## config.mk

```make
export PLATFORM = sky130hd
export DESIGN_NAME = deg_bcd_serial
export DESIGN_NICKNAME = d
export VERILOG_FILES = /design/src/rtl/deg_bcd_serial.sv
export SDC_FILE = /design/constraint.sdc
export NUM_CORES = 1
export LEC_CHECK = 0
export CELL_PAD_IN_SITES_DETAIL_PLACEMENT = 0
export CELL_PAD_IN_SITES_GLOBAL_PLACEMENT = 1
export CORE_AREA = 2 2 124 126
export DETAILED_ROUTE_END_ITERATION = 10
export DIE_AREA = 0 0 126 128
export GPL_ROUTABILITY_DRIVEN = 0
export PLACE_DENSITY_LB_ADDON = 0.2
export SETUP_SLACK_MARGIN = 0.02
export SLEW_MARGIN = 20
export SYNTH_ARGS = -nofsm -noshare
export SYNTH_HDL_FRONTEND = slang
export SYNTH_SLANG_ARGS = --single-unit
```

## constraint.sdc

```tcl
create_clock -name clk -period 3.3 [get_ports clk]
set_clock_uncertainty 0.2 [all_clocks]
set_input_delay 0.66 -clock clk [delete_from_list [all_inputs] [get_ports clk]]
set_output_delay 0.66 -clock clk [all_outputs]
set_load 0.005 [all_outputs]
```

## src/rtl/deg_bcd_serial.sv

```systemverilog
// deg_bcd_serial: serial signed fixed-point degrees to sign + 3 BCD integer digits + fractional BCD digits.
// The integer part uses double-dabble (one bit per cycle); the fraction uses repeated x10 (one digit per cycle).
module deg_bcd_serial #(
    parameter int W           = 36,
    parameter int FRAC        = 18,
    parameter int FRAC_DIGITS = 2
) (
    input  logic                     clk,
    input  logic                     reset,
    input  logic                     start,
    input  logic [W-1:0]             deg_in,
    output logic                     busy,
    output logic                     valid,
    output logic                     sign_out,
    output logic [11:0]              bcd_int,
    output logic [4*FRAC_DIGITS-1:0] bcd_frac,
    output logic                     ovf
);
    localparam int IW = W - FRAC;
    localparam int FW = 4 * FRAC_DIGITS;

    typedef enum logic [1:0] {IDLE, LOAD, ISHIFT, FSHIFT} state_t;

    state_t           state;
    logic [W-1:0]     deg;
    logic             sgn;
    logic             ovf_int;
    logic [9:0]       ip;
    logic [FRAC-1:0]  fp;
    logic [11:0]      bcd;
    logic [FW-1:0]    fr;
    logic [3:0]       cnt;

    logic [W-1:0]     mag;
    logic [IW-1:0]    ipw;
    logic             big;
    logic [21:0]      sh;
    logic [FRAC+3:0]  f;
    logic [FW+3:0]    frw;
    logic [FW-1:0]    fr_next;

    function automatic logic [3:0] add3(input logic [3:0] n);
        return (n >= 4'd5) ? n + 4'd3 : n;
    endfunction

    // Two's complement negate in W bits: the most negative input maps to 2^(W-1).
    assign mag     = sgn ? (~deg + 1'b1) : deg;
    assign ipw     = mag[W-1:FRAC];
    assign big     = ipw > IW'(999);
    assign sh      = {add3(bcd[11:8]), add3(bcd[7:4]), add3(bcd[3:0]), ip} << 1;
    assign f       = ({4'b0, fp} << 3) + ({4'b0, fp} << 1);
    assign frw     = {fr, f[FRAC+3:FRAC]};
    assign fr_next = frw[FW-1:0];

    always_ff @(posedge clk or negedge reset) begin
        if (!reset) begin
            state    <= IDLE;
            deg      <= '0;
            sgn      <= 1'b0;
            ovf_int  <= 1'b0;
            ip       <= '0;
            fp       <= '0;
            bcd      <= '0;
            fr       <= '0;
            cnt      <= '0;
            busy     <= 1'b0;
            valid    <= 1'b0;
            sign_out <= 1'b0;
            bcd_int  <= '0;
            bcd_frac <= '0;
            ovf      <= 1'b0;
        end else begin
            valid <= 1'b0;
            case (state)
                IDLE: if (start) begin
                    deg   <= deg_in;
                    sgn   <= deg_in[W-1];
                    busy  <= 1'b1;
                    state <= LOAD;
                end
                LOAD: begin
                    ip      <= big ? 10'd999 : ipw[9:0];
                    ovf_int <= big;
                    fp      <= mag[FRAC-1:0];
                    bcd     <= '0;
                    fr      <= '0;
                    cnt     <= '0;
                    state   <= ISHIFT;
                end
                ISHIFT: begin
                    {bcd, ip} <= sh;
                    cnt       <= (cnt == 4'd9) ? 4'd0 : cnt + 4'd1;
                    state     <= (cnt == 4'd9) ? FSHIFT : ISHIFT;
                end
                FSHIFT: begin
                    fp  <= f[FRAC-1:0];
                    fr  <= fr_next;
                    cnt <= cnt + 4'd1;
                    if (cnt == 4'(FRAC_DIGITS - 1)) begin
                        bcd_int  <= bcd;
                        bcd_frac <= ovf_int ? {FRAC_DIGITS{4'h9}} : fr_next;
                        ovf      <= ovf_int;
                        sign_out <= sgn && (ovf_int || bcd != 12'd0 || fr_next != '0);
                        valid    <= 1'b1;
                        busy     <= 1'b0;
                        state    <= IDLE;
                    end
                end
                default: state <= IDLE;
            endcase
        end
    end
endmodule
```

; ---- Yosys cells after proc, flatten, opt, wreduce, memory -nomap -nowiden
; Index checks and enable logic that the tools add are counted.
[classes]
n_eq_ne = 7
mul = 0
addsub = 6
n_div = 0
shift = 0
n_reduce_logical = 14
mux = 21
magnitude_cmp = 4
n_bitwise = 1
[ops]
columns = operator, n
row1 = 36-bit by 1-bit adder with 36-bit output (second input constant), 1
row2 = 36-bit two-way mux, 1
row3 = 36-bit NOT, 1
row4 = 18-bit case mux with 2 select lines, 1
row5 = 12-bit case mux with 2 select lines, 1
row6 = 21-bit by 19-bit adder with 22-bit output, 1
row7 = 10-bit case mux with 2 select lines, 1
row8 = 18-bit by 10-bit > comparator with 1-bit output (second input constant), 1
row9 = 4-bit by 3-bit greater-or-equal comparator with 1-bit output (second input constant), 3
row10 = 4-bit two-way mux, 3
row11 = 4-bit case mux with 3 select lines, 1
row12 = 12-bit nonzero test, 1
row13 = 10-bit two-way mux, 1
row14 = 4-bit by 2-bit adder with 4-bit output (second input constant), 2
row15 = 8-bit two-way mux, 1
row16 = 2-bit case mux with 4 select lines, 1
row17 = 4-bit case mux with 2 select lines, 1
row18 = 8-bit nonzero test, 1
row19 = 2-bit AND reduction, 3
row20 = 2-bit nonzero test, 3
row21 = 1-bit two-way mux, 5
row22 = 4-bit by 1-bit adder with 4-bit output (second input constant), 1
row23 = 2-bit equality test (second input constant), 2
row24 = 4-bit by 1-bit equality test with 1-bit output (second input constant), 1
row25 = other kinds (12), 15
[totals]
ram_bits = 0
inputBits = 39
out_inout_bits = 24
latchBits = 0
mem_count = 0
reg_bits = 112
mem_bits_ro = 0

; ---- Longest topological paths before layout
[logic_depth]
ltp_word = 6
mapped_depth = 10

; ---- Worst setup path after synthesis
; Ideal clock, no wire load.
[synth_path]
kind = register to register
startpoint = reg fp[2]
endpoint = reg bcd_frac[1]
path_slack_ns = 0.330
setup_time_ns = 0.121
path_stages_with_launch = 11
period_less_slack_ns = 2.970
t_required_ns = 2.979
n_path_buf = 0
arrival_time_ns = 2.649
path_cell_list = dfrtp_1 > ha_1 > fa_1 > a211oi_1 > nor2_1 > o31ai_1 > a31oi_1 > a211o_1 > a21o_1 > xor2_1 > a22o_1
[synth_between]
elab_chain_cells = 2
[synth_rtl]
columns = element, line
row1 = "start, declared", 29  ; logic [FRAC-1:0] fp;
row2 = "start signal, assigned", 84  ; fp <= mag[FRAC-1:0];
row3 = "start signal, assigned", 96  ; fp <= f[FRAC-1:0];
row4 = 21-bit by 19-bit adder with 22-bit output, 51  ; assign f = ({4'b0, fp} << 3) + ({4'b0, fp} << 1);
row5 = 8-bit two-way mux, 101  ; bcd_frac <= ovf_int ? {FRAC_DIGITS{4'h9}} : fr_next;
row6 = "end signal, assigned", 101
row7 = "end, declared", 16  ; output logic [4*FRAC_DIGITS-1:0] bcd_frac,
; No other way between the ends.
; A chain may end at the register's enable or synchronous reset.

; ---- Final worst setup path
[layout_path]
startpoint = reg deg[10]
endpoint = reg ip[7]
[layout_between]
elab_chain_cells = 6
[layout_rtl]
columns = element, line
row1 = "start, declared", 25  ; logic [W-1:0] deg;
row2 = "start signal, assigned", 76  ; deg <= deg_in;
row3 = 36-bit NOT *, 47  ; assign mag = sgn ? (~deg + 1'b1) : deg;
row4 = 36-bit by 1-bit adder with 36-bit output *, 47
row5 = 36-bit two-way mux *, 47
row6 = 18-bit by 10-bit > comparator with 1-bit output, 49  ; assign big = ipw > IW'(999);
row7 = 10-bit two-way mux *, 82  ; ip <= big ? 10'd999 : ipw[9:0];
row8 = 10-bit case mux with 2 select lines *, 74  ; case (state)
row9 = "end signal, assigned", 82
row10 = "end signal, assigned", 91  ; {bcd, ip} <= sh;
row11 = "end, declared", 28  ; logic [9:0] ip;
; Mark *: on every way between the ends. The rest lies on a longest branch, timed or not.

==> insert_results.sql <==
INSERT INTO impl_metrics (metric_group, metric, value, unit) VALUES
('die', 'core.rowCount', '45', ''),
('yosys', 'syn_nets', '751', ''),
('power_and_ir_drop', 'ir_worst_vdd', '0.421', 'mV'),
('sta', 'aggregate_negative_setup_slack', '0', 'ns'),
('grt', 'grt_remaining_overflow', '0', ''),
('final_layout', 'final_layout_size_suffix_gt1_frac', '0.114', ''),
('sta', 'final.min_clock_period', '3.14', 'ns'),
('clock_network', 'clk_transition_reported_paths', '0.07', 'ns'),
('yosys', 'ys_seq_elements', '111', ''),
('routing', 'routed_via_density', '5.59', ''),
('yosys', 'synthesis.yosys.warnings', '0', ''),
('final_layout', 'num_antenna_cells', '0', ''),
('sta', 'max_clock_freq', '0.319', 'GHz'),
('critical_path', 'worst-path-buf-inv', '0', ''),
('final_layout', 'layout.filler_cells', '1370', ''),
('sta', 'grt_setup_unrepaired', 'false', ''),
('die', 'start_util', '0.436', ''),
('sta', 'timing.final.hold_violations', '0', ''),
('yosys', 'yosys.cell_types.count', '56', ''),
('sta', 'finalSetupViolations', '0', ''),
('sta', 'timing_max_transition_violations_final', '0', ''),
('power_and_ir_drop', 'p_sw_frac', '0.443', ''),
('clock_network', 'numClockSinks', '111', ''),
('critical_path', 'setup.worst_path.start', 'deg[10]', ''),
('power_and_ir_drop', 'combPwrFrac', '0.526', ''),
('critical_path', 'critPathLaunchType', 'register', ''),
('clock_network', 'cts_made_buffers', '9', ''),
('clock_network', 'cts_tree', 'built', ''),
('critical_path', 'worstPathRequired', '3.33', 'ns'),
('die', 'io_pins', '63', ''),
('grt', 'grt_pass1_wl', '25300', 'um'),
('power_and_ir_drop', 'cell_internal_power', '4.23', 'mW'),
('critical_path', 'crit_path_top_delay_cell', 'or4_1', ''),
('yosys', 'netlist_instances', '679', ''),
('routing', 'drt-initial-drc-count', '291', ''),
('yosys', 'post_synth_instance_area', '6490', 'um2'),
('power_and_ir_drop', 'clock_power_share', '0.137', ''),
('power_and_ir_drop', 'net-switching-power', '3.37', 'mW'),
('final_layout', 'syn_to_final_growth', '17.9', '%'),
('critical_path', 'launch_instance_of_the_worst_register_to_register_path', 'deg[10]', ''),
('die', 'coreArea', '14900', 'um2'),
('yosys', 'synthesis.area_per_instance', '9.55', 'um2'),
('power_and_ir_drop', 'power-per-cell-area', '995', 'nW/um2'),
('sta', 'worst_slew_pin_slew', '0.696', 'ns'),
('hold_path', 'holdCritPathClass', 'input pin to async pin', ''),
('final_layout', 'most-common-layout-cells', 'dfrtp_1 (111), nand2_1 (78), o21ai_0 (75), clkdlybuf4s50_1 (61), mux2_2 (37)', ''),
('critical_path', 'cp_top_family', 'simple AND/OR/NAND/NOR gates', ''),
('critical_path', 'worst-endpoint-arrival', '3.17', 'ns'),
('critical_path', 'worstPathCellList', 'nor4_4, nand2_2, or4_1, a31oi_1, o21ai_1, a2111o_1, nor4b_2, o22ai_1', ''),
('power_and_ir_drop', 'seq_power_share', '0.337', ''),
('routing', 'drt-pass1-iter-count', '4', ''),
('clock_network', 'ctsRootBufferMaster', 'clkbuf_16', ''),
('yosys', 'yosys_most_used_dff', 'dfrtp_1', ''),
('power_and_ir_drop', 'power.leakage', '3.14', 'nW'),
('die', 'design.die.area', '16100', 'um2'),
('yosys', 'synth.yosys.seq_area_share', '0.428', ''),
('clock_network', 'cts_buffer_depth', '2', ''),
('routing', 'drc', '0', ''),
('sta', 'maxSlewHeadroom', '0.536', ''),
('sta', 'post-route-period-util', '0.951', ''),
('die', 'die_h', '128', 'um'),
('grt', 'groute.usage.overall', '0.192', ''),
('grt', 'first_global_vias', '5083', ''),
('sta', 'whs', '0.141', 'ns'),
('yosys', 'synth_enable_flop_cells', '0', ''),
('critical_path', 'timing.setup.critical_path_class', 'register to register', ''),
('final_layout', 'nets', '810', ''),
('die', 'die_x', '126', 'um'),
('run_status', 'outcome', 'completed', ''),
('grt', 'antenna_found_initial', '0', ''),
('final_layout', 'final_core_utilization', '0.514', '');
[registers in the layout, indices dropped and copies added (netlist names), 2 cells and up]
register  cells
ip           10
bcd          12
cnt           4
fr            4
fp           18
deg          36
bcd_frac      8
bcd_int      12
state         2
[per-layer routing]
| layer | up-vias | track usage | part of all wire |
|---|---|---|---|
| met1 | 2529 | 0.249 | 0.46 |
| li1 | 2569 | - | - |
| met4 | 0 | 0.0575 | 0.014 |
| met5 | - | 0 | 0 |
| met3 | 15 | 0.0371 | 0.035 |
| met2 | 91 | 0.329 | 0.49 |
[stage by stage]
step / instances / area [um2] / setup WS, ns
after floorplan: 679 / 6490 / 0.330
after global placement: 914 / 7350 / 0.167
after detailed placement: 914 / 7350 / 0.164
after CTS: 930 / 7620 / 0.132
after global routing: 931 / 7650 / 0.0273
final: 931 / 7650 / 0.162
[final cells by class]
cell class | count | area [um2] | share of cell area
multi-input combinational | 511 | 3520 | 0.460
sequential | 111 | 2780 | 0.363
timing repair buffer | 76 | 736 | 0.0962
tap | 188 | 235 | 0.0308
clock buffer | 10 | 229 | 0.0299
inverter | 29 | 109 | 0.0142
clock inverter | 6 | 43.8 | 0.00573
[logic make-up after synthesis]
logic type	synth area share
and+or+nand+nor	0.164
xor gates and xnor gates	0.0540
DFF	0.428
muxes	0.0766
adders and majority gates	0.0648
buffers and inverters	0.0330
AOI/OAI and AO/OA	0.179
[Yosys cell counts (all sizes together), types with 5 or more instances]
master | count | share of area
nor3 | 20 | 0.017
o41ai | 6 | 0.0081
o21ai | 76 | 0.059
mux2 | 37 | 0.064
nand3b | 5 | 0.0058
nand3 | 15 | 0.012
a21o | 7 | 0.0081
nand2b | 13 | 0.013
o22ai | 16 | 0.015
nor2 | 32 | 0.019
o211ai | 5 | 0.0058
a31oi | 12 | 0.014
a211oi | 6 | 0.0069
o31ai | 11 | 0.013
nor4 | 7 | 0.013
xnor2 | 16 | 0.022
nand2 | 79 | 0.046
inv | 28 | 0.016
mux2i | 8 | 0.012
ha | 32 | 0.062
clkbuf | 28 | 0.016
dfrtp | 111 | 0.43
a21oi | 28 | 0.022
a31o | 5 | 0.0068
xor2 | 24 | 0.032
nand4 | 6 | 0.0058
[worst paths after layout]
check	end	slack, ns	depth (start not counted)
min in group clk	bcd_frac[6]	0.27	2
max	ip[7]	0.16	8
min	bcd_frac[3]	0.14	1
max reg2reg	ip[7]	0.16	8
max in group asynchronous	bcd[3]	2.01	2
min reg2reg	bcd_frac[6]	0.27	2
[power by group through the flow]
| stage | Combinational, mW | Sequential [mW] | Clock, mW |
|---|---|---|---|
| floorplan | 3.10 | 2.34 | 0 |
| global placement | 3.90 | 2.53 | 0 |
| detailed placement | 3.98 | 2.57 | 0 |
| CTS | 3.99 | 2.55 | 1.08 |
| global route | 4.51 | 2.66 | 1.14 |
| finish | 4.00 | 2.56 | 1.04 |
[repair_timing]
item	in CTS	in global routing
gates resized for setup	0	3
hold buffers	0	0
buffers inserted	0	1
hold endpoints to repair	0	0
endpoints found under the setup margin	0	11
Power figures use the tool's default switching activity.
==> edit 1, RTL diff (same settings) <==
Put one more register stage on the output `ovf`, with the module's reset. The value now appears one clock later. The other outputs are not delayed to match.
--- a/src/rtl/deg_bcd_serial.sv
+++ b/src/rtl/deg_bcd_serial.sv
@@ -22,2 +22,4 @@
     typedef enum logic [1:0] {IDLE, LOAD, ISHIFT, FSHIFT} state_t;
+
+    logic ovf_s0;
 
@@ -70,3 +72,3 @@
             bcd_frac <= '0;
-            ovf      <= 1'b0;
+            ovf_s0   <= 1'b0;
         end else begin
@@ -101,3 +103,3 @@
                         bcd_frac <= ovf_int ? {FRAC_DIGITS{4'h9}} : fr_next;
-                        ovf      <= ovf_int;
+                        ovf_s0   <= ovf_int;
                         sign_out <= sgn && (ovf_int || bcd != 12'd0 || fr_next != '0);
@@ -112,2 +114,10 @@
     end
+    always_ff @(posedge clk or negedge reset) begin
+        if (!reset) begin
+            ovf <= '0;
+        end else begin
+            ovf <= ovf_s0;
+        end
+    end
+
 endmodule
Check against the original RTL: no difference found for any inputs over 10 cycles, from zero or initial values and one cycle with reset low; that may be too few to reach the edited logic, so the function may still have changed.
==> edit 1 against the original RTL <==
Synthesized area increased by 1.1%; maximum frequency increased by 1.2%; routed wire length decreased by 0.50%; power increased by 5.0%; worst setup slack improved by 0.036 ns; clock power increased by 21%; critical path depth increased by 2; design area increased by 2.2%; sequential power decreased by 2%; via count increased by 0.73%; cell count increased by 1.9%; sequential cell count increased by 1; largest cell class unchanged; largest power group unchanged.
==> edit 1: results (changes against the original RTL) <==
=================================================================================================
Launching element of the worst setup path ..........................................        fp[2]
R2r setup slk ......................................................................      0.20 ns   +0.04 ns
Layout multi-input combinational cell count ........................................          516   +0.98%
Global Route met1 Usage ............................................................        24.7%   -0.23 points
Final-layout fill cell count .......................................................        1,410   +2.9%
Detailed-routed wire length on met3 ................................................       471 um   -10%
Reported leakage power .............................................................      3.27 nW   +4.4%
Layout buffering overhead excluding clock cells ....................................        10.1%   +0.46 points
Avg Vias per Cell ..................................................................         5.52   -1.2%
Net count of the mapped netlist ....................................................          766   +2.0%
Arrival time of data at the critical path endpoint .................................      3.14 ns   -0.03 ns
Post-detailed-placement half-perimeter wirelength ..................................    11,000 um   about the same
Run status ......................................................................... complete, no violations
Largest net degree at the start of global routing ..................................           50   -2.0%
Depth of the most critical reg-to-reg path .........................................           10   +2
Number of buffers outside the clock class in the layout ............................           83   +9.2%
Destination of the worst register-to-register timing path ..........................     sign_out
Number of global-route vias before repair ..........................................        5,330   +4.9%
Sw power ...........................................................................      3.40 mW   +0.91%
ClkCell Share ......................................................................        4.40%   +0.84 points
Flip-flop and latch share of the layout cell area ..................................        35.9%   -0.46 points
Number of distinct library cell variants in the gate-level netlist after synthesis .           57   +1.8%
Fraction of final layout cells with drive strength greater than 1 ..................        12.1%   +0.65 points
Met3 Track Usage GR ................................................................        5.30%   +1.6 points
WL met1 ............................................................................      6890 um   +0.79%
Count of routing violations after the opening detailed-route iteration .............          305   +4.8%
Number of inverters outside the clock class in the layout ..........................           35   +21%
Multi-input gate area in the final layout ..........................................     3510 um2   about the same
First-pass GRT wire length .........................................................    25,600 um   +1.3%
Total routed wirelength ............................................................    14,800 um   -0.50%
Total routing usage reported by global routing .....................................        19.6%   +0.37 points
Dominant delay contributor by cell family on the critical path ..................... compound AO/OA/AOI/OAI gates
Delay contributed by the slowest stage of the critical path ........................      0.42 ns   -0.12 ns
=================================================================================================
edit 1: cell types whose count changed after synthesis, sizes merged, moves of 4 or more:
cell	unedited run	this run
inv	28	35
or3	3	8
clkbuf	28	23
a21oi	28	22
o21ai	76	87
buf	0	7
nand2	79	83
a31oi	12	8
edit 1: power groups by stage:
stage	Clock [mW]	Sequential, mW	Combinational [mW]
after floorplan	0	2.33	3.21
after global placement	0	2.50	4.16
after detailed placement	0	2.53	4.23
after CTS	1.29	2.50	4.25
after global routing	1.36	2.60	4.78
final	1.26	2.50	4.22
edit 1: worst min path at each step:
stage	from	to	slack, ns	cells past startpoint
finish	reset	ovf_s0	0.12	1
global route	reset	bcd_frac[0]	0.15	1
CTS	reset	ovf_s0	0.13	1
detailed placement	ovf_s0	ovf	0.16	0
global placement	ovf_s0	ovf	0.16	0
floorplan	ovf_s0	ovf	0.15	0
edit 1: metrics by stage:
stage	power [mW]	utilization (%)	area [um2]	instances	worst slack, ns
after floorplan	5.54	-	6560	693	0.330
after global placement	6.65	50.2	7460	934	0.181
after detailed placement	6.76	50.2	7460	934	0.121
after CTS	8.05	52.5	7810	949	0.0994
after global routing	8.74	52.6	7820	949	0.0150
final	7.98	52.6	7820	949	0.198
edit 1: cells by family after synthesis:
kind of cell,after synthesis,share of synthesized area [%]
DFF,112,42.7
buffers and inverters,65,3.85
muxes,43,7.28
AOI/OAI and AO/OA,191,18.0
and+or+nand+nor,210,16.5
adders and majority gates,34,6.60
xor gates and xnor gates,38,5.07
edit 1: repair_timing:
item | CTS | global route
gates resized for setup | 0 | 3
setup endpoints to repair | 0 | 9
hold buffers | 0 | 0
==> edit 2, RTL diff (same settings) <==
Without the edit above. The parameter `FRAC_DIGITS` goes from 2 to 4.
--- a/src/rtl/deg_bcd_serial.sv
+++ b/src/rtl/deg_bcd_serial.sv
@@ -5,3 +5,3 @@
     parameter int FRAC        = 18,
-    parameter int FRAC_DIGITS = 2
+    parameter int FRAC_DIGITS = 4
 ) (
Interface: changed (resized bcd_frac); port bits go from 63 to 71. The function was not compared with the original's and may differ.
==> edit 2 against the original RTL <==
Power is 18% higher; sequential power increased by 7%; design area is 14% higher; sequential cell count increased by 16; synthesized area is 10% higher; worst setup slack improved by 0.020 ns; hold slack worse by 0.073 ns; routed wire length up 9.0%; critical path type unchanged; critical endpoint is now ip[2]; largest power group unchanged; highest routed layer unchanged.
==> edit 2: results (changes against the original RTL) <==
=================================================================================================
Arrival time of data at the critical path endpoint .................................      3.16 ns   about the same
Run status ......................................................................... complete, no violations
Depth of the most critical reg-to-reg path .........................................            9   +1
Leading post-synthesis cells by instance count ..................................... 127 x sky130_fd_sc_hd__dfrtp_1, 87 x sky130_fd_sc_hd__o21ai_0, 86 x sky130_fd_sc_hd__nand2_1
Top post-synthesis cells by area ................................................... sky130_fd_sc_hd__dfrtp_1 45%, sky130_fd_sc_hd__mux2_2 6.2%, sky130_fd_sc_hd__o21ai_0 6.1%, sky130_fd_sc_hd__ha_1 5.6%, sky130_fd_sc_hd__nand2_1 4.5%
WL met1 ............................................................................      7400 um   +8.3%
Delay contributed by the slowest stage of the critical path ........................      0.57 ns   +0.03 ns
Synthesized-area fraction occupied by ao, oa, aoi and oai cells ....................        17.1%   -0.80 points
Routed via count ...................................................................        5,813   +12%
Detailed-routed wire length on met3 ................................................       577 um   +10%
Max FO, Critical Path ..............................................................           11   +6
Total placed instance area .........................................................     8020 um2   +9.2%
Number of distinct library cell variants in the gate-level netlist after synthesis .           54   -3.6%
Clk pwr ............................................................................      2.09 mW   +100%
Mux contribution to synthesized area ...............................................        6.72%   -0.94 points
Net count of the mapped netlist ....................................................          827   +10%
Total routing usage reported by global routing .....................................        21.4%   +2.2 points
Average wire per cell in the routed design .........................................      15.9 um   -0.44%
Number of global-route vias before repair ..........................................        5,708   +12%
Drt pass-1 iters ...................................................................            7   +3
Largest registers .................................................................. deg (36), fp (18), bcd_frac (16)
Met3 Track Usage GR ................................................................        4.26%   +0.54 points
Adder-cell share of the synthesized area ...........................................        5.89%   -0.59 points
Number of nets in the finished design ..............................................          890   +9.9%
Internal power .....................................................................      5.36 mW   +27%
H-tree depth reported by CTS .......................................................            4   +1
Largest net degree at the start of global routing ..................................           62   +22%
=================================================================================================
edit 2: layout make-up:
class | instances | share of cell area [%]
clock inverters | 9 | 2.05
repair buffers | 84 | 9.36
well taps | 188 | 2.70
clock buffers | 23 | 5.60
multi-input cells | 560 | 42.6
flip-flops and latches | 127 | 36.4
inverters | 28 | 1.21
edit 2: stage by stage:
| stage | std cells | power, mW | utilization, % | setup WS (ns) |
|---|---|---|---|---|
| 6_report | 1019 | 8.99 | 58.7 | 0.182 |
| 5_1_grt | 1019 | 9.74 | 58.7 | -0.00212 |
| 4_1_cts | 1018 | 9.01 | 58.5 | 0.118 |
| 3_5_place_dp | 986 | 6.89 | 54.0 | 0.132 |
| 3_3_place_gp | 986 | 6.74 | 54.0 | 0.201 |
| 2_1_floorplan | 755 | 5.77 | - | 0.288 |
edit 2: worst paths after layout:
| check | startpoint | to |
|---|---|---|
| worst min-delay path | reset | bcd_int[7] |
| worst max-delay path | deg[22] | ip[2] |
| min in group clk | bcd_int[11] | bcd_int[11] |
| worst min register to register | bcd_int[11] | bcd_int[11] |
| max in group asynchronous | reset | ip[4] |
| worst max register to register | deg[22] | ip[2] |
edit 2: what timing repair did:
item,4_1_cts,5_1_grt
gates resized for setup,0,4
hold endpoints to repair,0,0
setup buffers,0,1
endpoints found under the setup margin,0,12
edit 2: worst reg2reg max path: cells and delay by family (launching register included):
kind / cells / cell delay [ns]
AND/OR/NAND/NOR: 4 / 1.36
flip-flops: 1 / 0.40
buffers and inverters: 2 / 0.40
AO/OA/AOI/OAI: 3 / 0.61
